**src/rtl/board_io_conditioner.sv**
```systemverilog
// Board pin front end: synchronises, debounces and edge-detects the switches and
// buttons, and derives a stretched CPU reset from one debounced button.
module board_io_conditioner #(
  parameter int NUM_SW          = 16,
  parameter int NUM_BTN         = 5,
  parameter int SYNC_STAGES     = 2,
  parameter int DEBOUNCE_CYCLES = 65536,
  parameter int RESET_BTN       = 0,
  parameter int RESET_STRETCH   = 4
) (
  input  logic               clk,
  input  logic               rst_n,
  input  logic               bypass,
  input  logic [NUM_SW-1:0]  sw_in,
  input  logic [NUM_BTN-1:0] btn_in,
  output logic [NUM_SW-1:0]  sw_out,
  output logic [NUM_BTN-1:0] btn_out,
  output logic [NUM_BTN-1:0] btn_press,
  output logic [NUM_BTN-1:0] btn_release,
  output logic               sw_changed,
  output logic               sys_reset
);

  localparam int N       = NUM_SW + NUM_BTN;
  localparam int CNT_W   = $clog2(DEBOUNCE_CYCLES);
  localparam int STR_W   = $clog2(RESET_STRETCH + 1);
  localparam int RST_BIT = NUM_SW + RESET_BTN;
  localparam logic [CNT_W-1:0] CNT_LAST = CNT_W'(DEBOUNCE_CYCLES - 1);
  localparam logic [STR_W-1:0] STR_LOAD = STR_W'(RESET_STRETCH);

  function automatic logic [STR_W-1:0] sat_dec(input logic [STR_W-1:0] v);
    return (v == '0) ? '0 : v - STR_W'(1);
  endfunction

  logic [N-1:0]     pins;
  logic [N-1:0]     sync_p0 [SYNC_STAGES];
  logic [N-1:0]     seen;
  logic [CNT_W-1:0] cnt_p1 [N];
  logic [CNT_W-1:0] cnt_d [N];
  logic [N-1:0]     stable_p1;
  logic [N-1:0]     stable_d;
  logic [STR_W-1:0] str_p2;
  logic [STR_W-1:0] str_d;

  // Switches occupy the low bits, buttons the high bits of one shared vector.
  assign pins = {btn_in, sw_in};
  assign seen = sync_p0[SYNC_STAGES-1];

  // Stage p1: per-bit debounce; a new level needs DEBOUNCE_CYCLES differing edges.
  always_comb begin
    stable_d = stable_p1;
    for (int i = 0; i < N; i++) begin
      cnt_d[i] = '0;
      if (bypass) begin
        stable_d[i] = seen[i];
      end else if (seen[i] != stable_p1[i]) begin
        if (cnt_p1[i] == CNT_LAST) stable_d[i] = seen[i];
        else cnt_d[i] = cnt_p1[i] + CNT_W'(1);
      end
    end
  end

  // Stage p2: reset stretch reloads while the registered reset button is held.
  assign str_d = stable_p1[RST_BIT] ? STR_LOAD : sat_dec(str_p2);

  always_ff @(posedge clk or negedge rst_n) begin
    if (!rst_n) begin
      for (int s = 0; s < SYNC_STAGES; s++) sync_p0[s] <= '0;
      for (int i = 0; i < N; i++) cnt_p1[i] <= '0;
      stable_p1   <= '0;
      btn_press   <= '0;
      btn_release <= '0;
      sw_changed  <= 1'b0;
      str_p2      <= STR_LOAD;
      sys_reset   <= 1'b1;
    end else begin
      sync_p0[0] <= pins;
      for (int s = 1; s < SYNC_STAGES; s++) sync_p0[s] <= sync_p0[s-1];
      cnt_p1      <= cnt_d;
      stable_p1   <= stable_d;
      // Pulses come from the next stable value so they coincide with the new level.
      btn_press   <= stable_d[N-1:NUM_SW] & ~stable_p1[N-1:NUM_SW];
      btn_release <= ~stable_d[N-1:NUM_SW] & stable_p1[N-1:NUM_SW];
      sw_changed  <= |(stable_d[NUM_SW-1:0] ^ stable_p1[NUM_SW-1:0]);
      str_p2      <= str_d;
      sys_reset   <= stable_d[RST_BIT] | (str_d != '0);
    end
  end

  assign sw_out  = stable_p1[NUM_SW-1:0];
  assign btn_out = stable_p1[N-1:NUM_SW];

endmodule

```
**config.mk**
```make
export PLATFORM = sky130hd
export DESIGN_NAME = board_io_conditioner
export DESIGN_NICKNAME = d
export VERILOG_FILES = /design/src/rtl/board_io_conditioner.sv
export SDC_FILE = /design/constraint.sdc
export NUM_CORES = 1
export LEC_CHECK = 0
export ABC_AREA = 1
export BUFFER_PORTS_ARGS = -buffer_cell sky130_fd_sc_hd__buf_4
export CAP_MARGIN = 40
export CORE_ASPECT_RATIO = 1.2
export CORE_MARGIN = 8
export CORE_UTILIZATION = 30
export DETAILED_ROUTE_END_ITERATION = 12
export GPL_TIMING_DRIVEN = 0
export HOLD_SLACK_MARGIN = 0.08
export SLEW_MARGIN = 0
export SYNTH_ARGS = -nofsm -noshare
export SYNTH_HDL_FRONTEND = slang
export SYNTH_SLANG_ARGS = --single-unit
```
**constraint.sdc**
```tcl
create_clock -name clk -period 5.1 [get_ports clk]
set_clock_uncertainty 0.05 [all_clocks]
set_input_delay 1.53 -clock clk [delete_from_list [all_inputs] [get_ports clk]]
set_output_delay 1.53 -clock clk [all_outputs]
set_load 0.005 [all_outputs]
```
[After elaboration in Yosys (flattened, before gate mapping)]
Index checks and enable logic that the tools add are counted.
Storage, ports and cells
  bits in registers: 414
  input bits: 24
  output and inout bits: 33
  logic and storage cells: 230
Operators by class
  add/sub/neg operators: 22
  equal/unequal tests: 42
  multiplexer cells: 128
  bitwise operators: 6
  reduce and logical (&&, ||, !) cells: 3
Operators by type and width (count)
  16-bit two-way mux: 63
  16-bit by 1-bit adder with 16-bit output (second input constant): 21
  16-bit equality test (second input constant): 21
  1-bit two-way mux: 63
  1-bit != test: 21
  16-bit OR reduction: 1
  16-bit XOR: 1
  5-bit bitwise AND: 2
  5-bit inverter: 2
  3-bit two-way mux: 2
  3-bit logical NOT: 1
  3-bit nonzero test: 1
  3-bit by 1-bit subtractor with 3-bit output (second input constant): 1
  1-bit bitwise OR: 1

[Longest topological paths before layout]
  depth in word-level cells: 6
  mapped depth: 12
  gate-level depth less buffers: 12

[Least setup slack after synthesis]
OpenSTA, ideal clock, no wires.
  kind: input-to-reg
  start: input bypass
  end: register cnt_p1[99] (netlist bit)
  library setup time: 0.088 ns
  arrival time: 2.371 ns
  data required time: 4.962 ns
  path slack: 2.591 ns
  stages on the path: 7
  buffers on the path: 2
  cell sequence: clkinv_2 > buf_6 > o21ai_2 > nor2_4 > inv_1 > buf_6 > nor3b_1
RTL lines
  start, declared: RTL line 13  | input logic bypass,
  end signal, assigned: RTL line 79  | cnt_p1 <= cnt_d;
  end, declared: RTL line 38  | logic [CNT_W-1:0] cnt_p1 [N];

[Final worst setup path]
  start: register sys_reset
  end: output sys_reset
RTL lines
  start, declared: RTL line 21  | output logic sys_reset
  start signal, assigned: RTL line 86  | sys_reset <= stable_d[RST_BIT] | (str_d != '0);
No word-level cell between the ends.

==> run_summary.xml <==
<?xml version="1.0" encoding="UTF-8"?>
<metrics>
  <group name="critical_path">
    <metric name="timing.critical_path.buf_inv" unit="">1</metric>
    <metric name="critPathTopFamily" unit="">flip-flops</metric>
    <metric name="critical_path.slowest_cell" unit="">dfstp_2</metric>
    <metric name="cp_max_fo" unit="">1</metric>
    <metric name="worstPathCellList" unit="">buf_4</metric>
    <metric name="critPathMaxStageDelay" unit="ns">0.52</metric>
    <metric name="worst-r2r-setup-slack" unit="ns">3.20</metric>
    <metric name="critPathLaunchType" unit="">flip-flop</metric>
    <metric name="critPathCaptureType" unit="">primary output</metric>
    <metric name="critical_path_arrival" unit="ns">1.18</metric>
    <metric name="critPathRequiredTime" unit="ns">3.52</metric>
    <metric name="critPathKind" unit="">reg -&gt; out</metric>
  </group>
  <group name="synth">
    <metric name="post_synthesis_net_count" unit="">2163</metric>
    <metric name="post_synth_instance_area" unit="sq mm">0.01924</metric>
    <metric name="post_synthesis_async_set_or_reset_flop_share" unit="%">100.0</metric>
    <metric name="synth.largest_area_cell" unit="">dfrtp_1</metric>
    <metric name="synth.yosys.warnings" unit="">0</metric>
    <metric name="synth-edff-count" unit="">0</metric>
    <metric name="avgSynthCellArea" unit="sq um">9.083</metric>
    <metric name="postSynthRegisterBits" unit="">414</metric>
    <metric name="synth.top_cells.by_area" unit="">dfrtp_1, nor2_1, nand2_1</metric>
    <metric name="synth_top_flop_cell" unit="">dfrtp_1</metric>
    <metric name="ys_seq_area_share" unit="%">53.87</metric>
    <metric name="synth_largest_type_area_fraction" unit="%">53.59</metric>
    <metric name="syn-instance-count" unit="">2118</metric>
    <metric name="synth.lib_cells_used.distinct" unit="">51</metric>
  </group>
  <group name="die">
    <metric name="floorplan.io_pins" unit="">57</metric>
    <metric name="placement_rows" unit="">101</metric>
    <metric name="area_of_the_die" unit="sq mm">0.07252</metric>
    <metric name="die_height" unit="microns">293.4</metric>
    <metric name="initial_utilization" unit="%">30.38</metric>
    <metric name="die_w" unit="microns">247.2</metric>
    <metric name="fp.coreArea" unit="sq mm">0.06331</metric>
  </group>
  <group name="placement">
    <metric name="place.detailed.hpwl" unit="mm">24.55</metric>
    <metric name="last_weighted_congestion_value_of_the_routability_driven_placer" unit="">0.7820</metric>
    <metric name="place.detailed.instances" unit="">3001</metric>
    <metric name="io_buffers" unit="">56</metric>
  </group>
  <group name="global_routing">
    <metric name="grt_pass1_vias" unit="">13980</metric>
    <metric name="antenna_found_initial" unit="">0</metric>
    <metric name="grt_pass1_wl" unit="mm">62.93</metric>
    <metric name="global_route.overflow_total" unit="">0</metric>
    <metric name="global_route.peak_usage_layer" unit="">met2</metric>
    <metric name="grt.total_usage" unit="%">10.02</metric>
    <metric name="grt_util_met1" unit="%">12.37</metric>
    <metric name="grt_start_max_net_pins" unit="">119</metric>
    <metric name="grt_util_met3" unit="%">1.989</metric>
    <metric name="use_met2" unit="%">17.24</metric>
  </group>
  <group name="drt">
    <metric name="detail_route.drc_violations" unit="">0</metric>
    <metric name="route.detailed.wl_per_inst" unit="microns">11.52</metric>
    <metric name="post_drt_via_cell_ratio" unit="">4.437</metric>
    <metric name="route.vias.total" unit="">13680</metric>
    <metric name="drt_first_pass_iters" unit="">7</metric>
    <metric name="drtIter0Drc" unit="">701</metric>
    <metric name="final_antenna_net_count" unit="">0</metric>
    <metric name="totalWireLength" unit="mm">35.51</metric>
  </group>
  <group name="sta">
    <metric name="worst_pin_slew" unit="ns">0.6683</metric>
    <metric name="grt_setup_unrepaired" unit="">no</metric>
    <metric name="slew_viol_final" unit="">0</metric>
    <metric name="timing.final.hold_violations" unit="">0</metric>
    <metric name="period_share" unit="%">54.10</metric>
    <metric name="max_freq" unit="GHz">0.3624</metric>
    <metric name="finalCriticalPeriod" unit="ns">2.759</metric>
    <metric name="report.final.setup_viol" unit="">0</metric>
    <metric name="timing.max_slew.rel_slack" unit="%">55.45</metric>
    <metric name="tns" unit="ns">0</metric>
    <metric name="holdWs" unit="ns">0.2978</metric>
  </group>
  <group name="cts">
    <metric name="cts_tree" unit="">yes</metric>
    <metric name="clkTransAtPathRegs" unit="ns">0.06</metric>
    <metric name="clock_insertion_delay_worst_skew" unit="ns">0.59</metric>
    <metric name="cts-buffers-inserted" unit="">47</metric>
    <metric name="clock_tree.root_cell" unit="">clkbuf_16</metric>
    <metric name="cts_htree_levels" unit="">2</metric>
    <metric name="clock_sink_count" unit="">414</metric>
    <metric name="hold_buffers" unit="">0</metric>
    <metric name="cts-root-to-sink-buffers" unit="">3</metric>
    <metric name="setup_buffers_after_cts" unit="">0</metric>
    <metric name="ctsResizeCount" unit="">0</metric>
  </group>
  <group name="final_layout">
    <metric name="final-instance-count-excl-fill" unit="">3084</metric>
    <metric name="sequential_cell_area" unit="sq mm">0.01036</metric>
    <metric name="finish.net_count" unit="">2271</metric>
    <metric name="antenna-diode-count" unit="">0</metric>
    <metric name="multi_input_area" unit="sq mm">0.007780</metric>
    <metric name="layout-drive-gt1-share" unit="%">14.56</metric>
    <metric name="fillCellCount" unit="">6333</metric>
    <metric name="syn2layout_area_growth" unit="%">16.14</metric>
  </group>
  <group name="flow_run">
    <metric name="drv.max_cap_violation_count" unit="">0</metric>
  </group>
  <group name="power_and_ir_drop">
    <metric name="total_leakage_power" unit="nW">9.574</metric>
    <metric name="pwr_density_cell" unit="mW/mm^2">323.8</metric>
    <metric name="vdd_ir_drop_max" unit="V">0.0002308</metric>
  </group>
  <group name="worst_hold_path">
    <metric name="min_path_type" unit="">reg -&gt; reg</metric>
  </group>
  <group name="status">
    <metric name="outcome" unit="">completed</metric>
  </group>
</metrics>
## cells in the final DEF, fill, tap and decap left out, types with 43 or more instances in the layout
master | synthesis | final
a21oi_1 | 72 | 72
o21ai_0 | 61 | 61
dfrtp_1 | 412 | 412
nand3_1 | 93 | 93
buf_4 | 1 | 56
nor2_1 | 390 | 390
nand2_1 | 372 | 372
xor2_1 | 95 | 95
nor3_1 | 43 | 43
inv_1 | 217 | 217
clkbuf_16 | 0 | 48
xnor2_1 | 43 | 43
## per-stage QoR
| step | setup WS, ns | cell area, sq um | util, % | total power [mW] |
|---|---|---|---|---|
| after global placement | -1.728 | 20690 | 32.68 | 3.915 |
| after detailed placement | 1.802 | 20780 | 32.82 | 3.941 |
| after CTS | 2.282 | 22340 | 35.29 | 7.394 |
| after floorplan | 2.591 | 19240 | - | 3.728 |
| final | 2.341 | 22340 | 35.29 | 7.234 |
| after global routing | 2.295 | 22340 | 35.29 | 7.572 |
## logic make-up (layout without fill, tap and decap cells)
kind of cell / Yosys count / count (layout) / synth area share, %
DFF: 414 / 414 / 53.87
muxes: 15 / 15 / 0.8780
and+or+nand+nor: 1076 / 1076 / 25.75
AOI/OAI and AO/OA: 196 / 196 / 6.166
buffers and inverters: 258 / 400 / 5.691
xor gates and xnor gates: 138 / 138 / 6.283
adders and majority gates: 21 / 21 / 1.366
## routing by layer
layer	vias up	wire length [microns]
li1	6931	-
met1	6547	16230
met2	144	17000
met3	61	1413
met4	0	877
met5	-	0
## layout make-up
type	instances	area share (%)
clock inverter	16	0.7168
clock buffer	67	6.278
sequential	414	46.38
multi-input combinational	1446	34.82
tap	824	4.615
buffer	17	0.8121
timing repair buffer	59	2.285
inverter	241	4.088
## registers in the layout, indices dropped and copies added (netlist names)
signal,count
btn_release,5
seen,21
sync_p0,21
btn_press,5
stable_p1,21
sw_changed,1
cnt_p1,336
str_p2,3
sys_reset,1
## cells in the mapped netlist, drive strengths merged (11+ instances only)
master,number
nor3b,42
nand4,19
a31oi,11
xnor2,43
xor2,95
nand3,98
a21oi,74
dfrtp,412
ha,21
nand2,401
buf,17
inv,240
nor2,452
nor3,53
o21ai,79
mux2,15
## worst paths after layout
path                                        from                      end  cells after the start
min in group asynchronous                  rst_n  stable_p1[16]$_DFF_PN0_                      1
min                        sync_p0[36]$_DFF_PN0_       seen[15]$_DFF_PN0_                      0
max                          sys_reset$_DFF_PN1_                sys_reset                      1
max in group asynchronous                  rst_n    sync_p0[36]$_DFF_PN0_                      2
min reg2reg                sync_p0[36]$_DFF_PN0_       seen[15]$_DFF_PN0_                      0
max reg2reg                cnt_p1[304]$_DFF_PN0_     sw_changed$_DFF_PN0_                     11
## power breakdown
part           internal, mW  total, mW  switching [mW]
clock                  2.01       3.37            1.36
sequential             3.36       3.41          0.0544
combinational         0.163      0.451           0.289
(Power assumes the default switching activity.)
